File: src/rtl/ddr_req_arbiter.sv
// ddr_req_arbiter: shares the single DDR burst command port between the
// instruction-fetch, data-cache fill, jump-vector fetch and store clients.
// Requests latch as pending, one winner is chosen by fixed priority with an
// anti-starvation override for instruction fetch, and a single command is
// outstanding until its burst completes.
module ddr_req_arbiter #(
    parameter int unsigned DDR_ADDR_WIDTH   = 28,
    parameter int unsigned DATA_CACHE_DEPTH = 16,
    parameter int unsigned STARVE_LIMIT     = 4
) (
    input  logic                      mem_clk,
    input  logic                      rst,
    input  logic                      init_done,
    input  logic                      ins_req,
    input  logic [DDR_ADDR_WIDTH-1:0] ins_addr,
    input  logic [7:0]                ins_len,
    input  logic                      data_rd_req,
    input  logic [DDR_ADDR_WIDTH-1:0] data_rd_addr,
    input  logic                      jmp_req,
    input  logic [DDR_ADDR_WIDTH-1:0] jmp_addr,
    input  logic                      store_req,
    input  logic [DDR_ADDR_WIDTH-1:0] store_addr,
    output logic                      cmd_valid,
    input  logic                      cmd_ready,
    output logic [1:0]                cmd_type,
    output logic [DDR_ADDR_WIDTH-1:0] cmd_addr,
    output logic [9:0]                cmd_len,
    input  logic                      cmd_done,
    output logic [3:0]                grant,
    output logic [3:0]                done,
    output logic                      busy,
    output logic                      proto_err
);

    // Requester indices double as cmd_type codes and grant/done bit positions.
    localparam logic [1:0] ID_INS   = 2'd0;
    localparam logic [1:0] ID_DATA  = 2'd1;
    localparam logic [1:0] ID_JMP   = 2'd2;
    localparam logic [1:0] ID_STORE = 2'd3;

    localparam logic [2:0]                STARVE_MAX = 3'(STARVE_LIMIT);
    localparam logic [9:0]                DATA_LEN   = 10'(DATA_CACHE_DEPTH + 1);
    localparam logic [9:0]                STORE_LEN  = 10'(DATA_CACHE_DEPTH);
    localparam logic [9:0]                JMP_LEN    = 10'd1;
    localparam logic [DDR_ADDR_WIDTH-1:0] STORE_OFS  = DDR_ADDR_WIDTH'(8);

    typedef enum logic [1:0] {
        S_IDLE,
        S_ISSUE,
        S_WAIT,
        S_DONE
    } state_t;

    state_t state, state_next;

    logic [3:0]                req_vec;
    logic [3:0]                pend;
    logic [3:0]                pend_set;
    logic [DDR_ADDR_WIDTH-1:0] ins_addr_q;
    logic [DDR_ADDR_WIDTH-1:0] data_addr_q;
    logic [DDR_ADDR_WIDTH-1:0] jmp_addr_q;
    logic [DDR_ADDR_WIDTH-1:0] store_addr_q;
    logic [7:0]                ins_len_q;
    logic [2:0]                starve_cnt;
    logic [1:0]                win;
    logic                      start;

    assign req_vec = {store_req, jmp_req, data_rd_req, ins_req};

    // A request captures when its pending bit is clear, or in its own done
    // cycle, where a fresh request overrides the clear.
    assign pend_set = req_vec & (~pend | done);

    // Pending bits and the request fields captured alongside them.
    always_ff @(posedge mem_clk or posedge rst) begin
        if (rst) begin
            pend         <= '0;
            ins_addr_q   <= '0;
            data_addr_q  <= '0;
            jmp_addr_q   <= '0;
            store_addr_q <= '0;
            ins_len_q    <= '0;
        end else begin
            pend <= pend_set | (pend & ~done);
            if (pend_set[ID_INS]) begin
                ins_addr_q <= ins_addr;
                ins_len_q  <= ins_len;
            end
            if (pend_set[ID_DATA]) begin
                data_addr_q <= data_rd_addr;
            end
            if (pend_set[ID_JMP]) begin
                jmp_addr_q <= jmp_addr;
            end
            if (pend_set[ID_STORE]) begin
                store_addr_q <= store_addr;
            end
        end
    end

    // Winner selection: starved instruction fetch first, then fixed priority.
    always_comb begin
        win = ID_INS;
        if (pend[ID_INS] && (starve_cnt == STARVE_MAX)) begin
            win = ID_INS;
        end else if (pend[ID_DATA]) begin
            win = ID_DATA;
        end else if (pend[ID_JMP]) begin
            win = ID_JMP;
        end else if (pend[ID_STORE]) begin
            win = ID_STORE;
        end
    end

    // State register.
    always_ff @(posedge mem_clk or posedge rst) begin
        if (rst) begin
            state <= S_IDLE;
        end else begin
            state <= state_next;
        end
    end

    // Next-state logic; start marks the cycle a new grant is made.
    always_comb begin
        state_next = state;
        start      = 1'b0;
        case (state)
            S_IDLE: begin
                if (init_done && (|pend)) begin
                    state_next = S_ISSUE;
                    start      = 1'b1;
                end
            end
            S_ISSUE: begin
                if (cmd_ready) begin
                    state_next = S_WAIT;
                end
            end
            S_WAIT: begin
                if (cmd_done) begin
                    state_next = S_DONE;
                end
            end
            S_DONE: begin
                state_next = S_IDLE;
            end
            default: begin
                state_next = S_IDLE;
            end
        endcase
    end

    // Registered command, grant, completion, busy and protocol-error outputs.
    always_ff @(posedge mem_clk or posedge rst) begin
        if (rst) begin
            cmd_valid  <= 1'b0;
            cmd_type   <= '0;
            cmd_addr   <= '0;
            cmd_len    <= '0;
            grant      <= '0;
            done       <= '0;
            busy       <= 1'b0;
            proto_err  <= 1'b0;
            starve_cnt <= '0;
        end else begin
            done <= '0;
            busy <= (state_next != S_IDLE);
            case (state)
                S_IDLE: begin
                    if (start) begin
                        cmd_valid <= 1'b1;
                        cmd_type  <= win;
                        grant     <= 4'b0001 << win;
                        case (win)
                            ID_INS: begin
                                cmd_addr <= ins_addr_q;
                                cmd_len  <= {2'b00, ins_len_q};
                            end
                            ID_DATA: begin
                                cmd_addr <= data_addr_q;
                                cmd_len  <= DATA_LEN;
                            end
                            ID_JMP: begin
                                cmd_addr <= jmp_addr_q;
                                cmd_len  <= JMP_LEN;
                            end
                            default: begin
                                cmd_addr <= store_addr_q + STORE_OFS;
                                cmd_len  <= STORE_LEN;
                            end
                        endcase
                        if (win == ID_INS) begin
                            starve_cnt <= '0;
                        end else if (pend[ID_INS] && (starve_cnt < STARVE_MAX)) begin
                            starve_cnt <= starve_cnt + 3'd1;
                        end
                    end
                end
                S_ISSUE: begin
                    if (cmd_ready) begin
                        cmd_valid <= 1'b0;
                    end
                end
                S_WAIT: begin
                    if (cmd_done) begin
                        done <= grant;
                    end
                end
                S_DONE: begin
                    grant <= '0;
                end
                default: begin
                    grant <= '0;
                end
            endcase
            if (cmd_done && (state != S_WAIT)) begin
                proto_err <= 1'b1;
            end
        end
    end

endmodule

File: config.mk
export PLATFORM = sky130hd
export DESIGN_NAME = ddr_req_arbiter
export DESIGN_NICKNAME = d
export VERILOG_FILES = /design/src/rtl/ddr_req_arbiter.sv
export SDC_FILE = /design/constraint.sdc
export NUM_CORES = 1
export LEC_CHECK = 0
export ABC_AREA = 1
export ABC_CLOCK_PERIOD_IN_PS = 6900
export BUFFER_PORTS_ARGS = -buffer_cell sky130_fd_sc_hd__buf_2
export CAP_MARGIN = 20
export CORE_MARGIN = 1.5
export CORE_UTILIZATION = 55
export CTS_BUF_LIST = sky130_fd_sc_hd__clkbuf_8
export DETAILED_ROUTE_END_ITERATION = 12
export PLACE_DENSITY = 0.89
export SYNTH_ARGS = -nofsm -noshare
export SYNTH_HDL_FRONTEND = slang
export SYNTH_SLANG_ARGS = --single-unit
File: constraint.sdc
create_clock -name mem_clk -period 6.9 [get_ports mem_clk]
set_input_delay 0.345 -clock mem_clk [delete_from_list [all_inputs] [get_ports mem_clk]]
set_output_delay 0.345 -clock mem_clk [all_outputs]
set_load 0.03 [all_outputs]
==> Yosys cells after proc, flatten, opt, wreduce, memory -nomap -nowiden <==
Index checks and enable logic that the tools add are counted.
{ "op_classes": {"add_sub_neg": 2, "mul": 0, "div_mod_pow": 0, "n_lt_le_gt_ge": 1, "eq_ne": 9, "n_shift": 1, "n_mux": 21, "n_bitwise": 6, "reduce_logical": 15} }
{ "op_table": {"columns": ["cell", "n"], "rows": [
  ["28-bit one-hot mux with 3 select lines", 1],
  ["28-bit by 4-bit adder with 28-bit output, second input constant", 1],
  ["8-bit one-hot mux with 3 select lines", 1],
  ["2-bit two-way mux", 7],
  ["4-bit two-way mux", 3],
  ["4-bit AND", 2],
  ["4-bit inverter", 2],
  ["4-bit bitwise OR", 2],
  ["2-bit one-hot mux with 4 select lines", 1],
  ["4-bit one-hot mux with 2 select lines", 1],
  ["2-bit nonzero test", 4],
  ["2-bit == test, second input constant", 3],
  ["3-bit two-way mux", 2],
  ["2-bit != test, second input constant", 3],
  ["3-bit AND reduction", 2],
  ["2-bit by 1-bit == test with 1-bit output, second input constant", 2],
  ["1-bit logical AND", 4],
  ["2-bit zero test", 2],
  ["1-bit two-way mux", 4],
  ["2-bit AND reduction", 2],
  ["4-bit OR reduction", 1],
  ["1-bit by 2-bit << shifter with 4-bit output, first input constant", 1],
  ["3-bit by 1-bit adder with 3-bit output, second input constant", 1],
  ["3-bit == test, second input constant", 1],
  ["other kinds (2)", 2]
]} }
{ "word_totals": {"register_bits": 180, "latch_bits": 0, "mem_bits_rw": 0, "rom_bits": 0, "inputBits": 129, "out_inout_bits": 51, "wordCells": 71, "n_memories": 0} }

==> Depth between registers and ports, before layout <==
{ "depth": {"ltp_word": 7, "mapped_depth": 13, "depth_no_buf": 12} }

==> Worst setup path after synthesis <==
OpenSTA, ideal clock, no wires.
{ "synth_timing": {"path_type": "register -> register", "start": "register starve_cnt[0]", "end": "register cmd_addr[8]", "t_arrival_ns": 1.823, "required_ns": 6.783, "setup_slack_ns": 4.960, "path_stages_with_launch": 14, "n_path_buf": 2, "cell_sequence": "dfrtp_1 -> inv_1 -> ha_1 -> nand3_1 -> nand2_1 -> nor2_1 -> inv_1 -> ha_1 -> buf_2 -> buf_2 -> a21oi_1 -> nand3_1 -> nand3_1 -> nand2_1"} }
{ "synth_between": {"elab_chain_len": 5} }
{ "synth_rtl": {"columns": ["element", "line_no", "source"], "rows": [
  ["from (decl)", "64", "logic [2:0] starve_cnt;"],
  ["from (signal assigned)", "196", "starve_cnt <= starve_cnt + 3'd1;"],
  ["3-bit == test (*)", "104", "if (pend[ID_INS] && (starve_cnt == STARVE_MAX)) begin"],
  ["1-bit logical AND (*)", "104", null],
  ["2-bit two-way mux (*)", "104", null],
  ["via win[1]", "65", "logic [1:0] win;"],
  ["2-bit == test, or another cell as far along", "175", "case (win)"],
  ["28-bit one-hot mux with 3 select lines (*)", "175", null],
  ["to (signal assigned)", "177", "cmd_addr <= ins_addr_q;"],
  ["to (signal assigned)", "181", "cmd_addr <= data_addr_q;"],
  ["to (signal assigned)", "185", "cmd_addr <= jmp_addr_q;"],
  ["to (decl)", "26", "output logic [DDR_ADDR_WIDTH-1:0] cmd_addr,"]
]} }
Mark *: on every way through the listed nets, which the timed path passes. The rest lies on a longest branch.
A chain may end at the register's enable or synchronous reset.

==> Final worst setup path <==
Ends and elaborated chain as after synthesis.

==> summary.txt <==
Status
  • Status: finished clean

Die
  • Io pins: 180
  • Die height: 125.0 um
  • Die Wd: roughly 120 um
  • Core area: 0.01453 mm2
  • Die Footprint: between 0.015 and 0.02 mm2
  • # rows: 44
  • Initial Util: 0.5632

Worst setup path
  • Critical Path Start: starve_cnt[0]$_DFFE_PP0P_
  • Crit Path Max Fanout: 30
  • Startpoint Class: flip-flop
  • Reg-to-Reg Start: starve_cnt[0]$_DFFE_PP0P_
  • WS Path Type: flip-flop to flip-flop
  • Worst-path cell chain: inv_1 > ha_1 > nand3_1 > nand2_1 > nor2_1 > ha_1 > buf_4 > inv_1 > a21oi_1 > o21ai_0 > nand3_1 > nand2_1
  • Max stage delay on crit path: 0.48 ns
  • Worst path required time: 7.27 ns
  • WP data arrival: 3.07 ns
  • CP delay by family, top: buffers and inverters
  • Worst path slowest cell: inv_1
  • Crit. End Element: flip-flop
  • CP Buf/Inv Count: 3

Hold path
  • Worst min path class: primary input to async pin

Logic synthesis
  • YS warnings: 0
  • Mean post-synth cell area: 10.13 um2
  • Post-synth EDFFs: 0
  • Distinct cells, synth: 38
  • Sequential area share after synthesis: 0.5442
  • Top FF cell, synth: dfrtp_1
  • Synth Instances: 808
  • Synth Register Bits: 178
  • Ys async rst share: 1.000
  • Area of the mapped netlist: 0.008185 mm2

Final layout
  • Area grow syn2layout: 17.06%
  • Nets@finish: 1,113
  • Storage cell area: approximately 0.0045 mm2
  • Non-Filler Instances: 1,175
  • Layout fillers: 1,179
  • Footprint of the multi-input gates: 0.003338 mm2
  • Share of layout cells above drive strength 1: 0.3320

Placement
  • IO Port Bufs: 177
  • DP HPWL: 13,750 um
  • DP Cell Count: 1,138
  • GPL Wtd Cong: between 0.9 and 1

Clock tree
  • CTS sink cnt: 178
  • CTS H-tree depth: 4
  • CTS Root Cell: clkbuf_8
  • TritonCTS Buffers: 17
  • CTS tree: yes
  • Post-CTS sizing: 0
  • Clk_lat worst skew: ~0.48 ns
  • Max Root-Sink Buffers: 2
  • Hold buffers post-CTS: 0
  • Reg clk slew, reported paths: ~0.090 ns
  • Setup Fix Bufs, Post-CTS: 0

Global routing
  • Grt total ovfl: 0
  • Total GRT Usage: 0.2594
  • First-pass GRT wire length: 31,440 um
  • Largest net degree at the start of global routing: 99
  • Initial antenna violation count: 3
  • Vias in the first global route: 6,162

Timing
  • Final Max Tran Viols: 0
  • Final Setup Violations: 0
  • Max-slew headroom: 0.2729
  • Final Skew: 0.01731 ns
  • Tcrit/Tclk final: 0.3922
  • Worst slew pin tran: 1.091 ns
  • Setup_tns: 0 ns
  • RSZ-0062 raised after global routing: false
  • Fin. Hold Viols: 0
  • Final worst path period need: 2.706 ns
  • WHS: 0.05910 ns
  • Peak Freq: 369.5 MHz

Routing
  • Vias per inst: 5.376
  • Drt initial violations: 560
  • DRT Pass-1 Iters: 5
  • Total number of vias: 6,317
  • Remaining antenna violation count after routing: 0
  • Final wirelength: 19,500 um
  • DRC Markers: 0
  • Average routed wire per standard cell: about 17 um

Flow run
  • Max-cap violations: 0

Power and ir drop
  • Worst VDD drop: 266.5 uV
  • LEAKAGE: roughly 0.005 uW
  • Cell Pwr Density: 371.7 mW/mm2
[final cells by class]
cell class | instances | area share
flip-flops and latches | 178 | 0.4649
multi-input cells | 545 | 0.3484
clock buffers | 19 | 0.02729
inverters | 50 | 0.02011
diodes | 3 | 0.0007835
clock inverters | 12 | 0.01032
repair buffers | 184 | 0.1042
well taps | 184 | 0.02403
[path summary, 6_finish.rpt]
path | to | slack [ns] | depth (start not counted)
max | cmd_addr[8]$_DFFE_PP0P_ | 4.19 | 12
min reg2reg | proto_err$_DFFE_PP0P_ | 0.46 | 1
max reg2reg | cmd_addr[8]$_DFFE_PP0P_ | 4.19 | 12
max in group asynchronous | store_addr_q[14]$_DFFE_PP0P_ | 5.71 | 4
min in group mem_clk | ins_addr_q[1]$_DFFE_PP0P_ | 0.07 | 2
min | jmp_addr_q[3]$_DFFE_PP0P_ | 0.06 | 2
[Yosys cell counts, types with 2 or more instances]
master    number  area share
a21oi_1       61       0.037
a21oi_2        4      0.0043
a22o_1         2      0.0021
a31oi_1        5      0.0038
buf_2         17       0.010
buf_4         10      0.0092
buf_6          2      0.0028
clkbuf_1       6      0.0028
dfrtp_1      178        0.54
ha_1           8       0.012
inv_1         47       0.022
inv_2          3      0.0014
mux2_1        28       0.039
mux2_2        76        0.10
nand2_1      187       0.086
nand2_2        7      0.0053
nand2_4        3      0.0041
nand3_1       43       0.026
nand3_2        4      0.0049
nand4_1        2      0.0015
nor2_1        59       0.027
nor2_2         3      0.0023
nor2_4         9       0.012
o21ai_0       17       0.010
o21ai_1        5      0.0031
or2_1          3      0.0023
xnor2_1        2      0.0021
xor2_1         7      0.0075
[cells by family (layout without fill, tap and decap cells)]
family / after synthesis / after routing / synth area share
flops: 178 / 178 / 0.5442
compound gates: 98 / 98 / 0.06466
other cells: 1 / 5 / 0.0004581
simple gates: 324 / 324 / 0.1773
xor+xnor: 9 / 9 / 0.009631
mux: 104 / 104 / 0.1431
buf+inv: 86 / 265 / 0.04845
fa+ha+maj: 8 / 8 / 0.01223
[routing by layer]
metal  wire (um)  share of wire  vias to the layer above  track usage
met5           0              0                        -            0
met4         470          0.024                        0       0.1043
met3        1327          0.068                       31      0.05648
met2        8891           0.46                      242       0.3854
met1        8808           0.45                     3035       0.3744
li1            -              -                     3009            -
[layout by cell type, fill, tap and decap left out, drive strengths merged]
cell,n
nand2,197
buf,184
dfrtp,178
mux2,104
nor2,72
a21oi,65
inv,55
nand3,47
o21ai,22
clkbuf,19
ha,8
xor2,7
a31oi,5
clkinv,4
diode,3
or2,3
clkinvlp,3
a22o,2
nand4,2
xnor2,2
conb,2
nor3,1
o22ai,1
o211ai,1
a31o,1
and2,1
nand3b,1
a21o,1
[sequential cells by signal (all words and copies together), names as in the netlist, 3 cells and up]
name,flops
grant,4
store_addr_q,28
jmp_addr_q,28
cmd_addr,28
ins_len_q,8
cmd_len,8
starve_cnt,3
data_addr_q,28
ins_addr_q,28
done,4
pend,4
[where the power goes]
group	internal [uW]	switching [uW]
logic	476	804
clock network	274	390
registers	1400	222
total	2150	1420
[per-stage QoR]
stage	utilization	total power, uW	setup slack, ns	area, um2
global route	0.6593	3800	3.956	9582
CTS	0.6531	3544	4.090	9492
finish	0.6593	3562	4.194	9582
floorplan	-	2490	1.725	8189
global placement	0.6283	2840	4.226	9131
detailed placement	0.6283	2884	4.118	9131
Note: power is estimated with default switching activity, not from simulation.
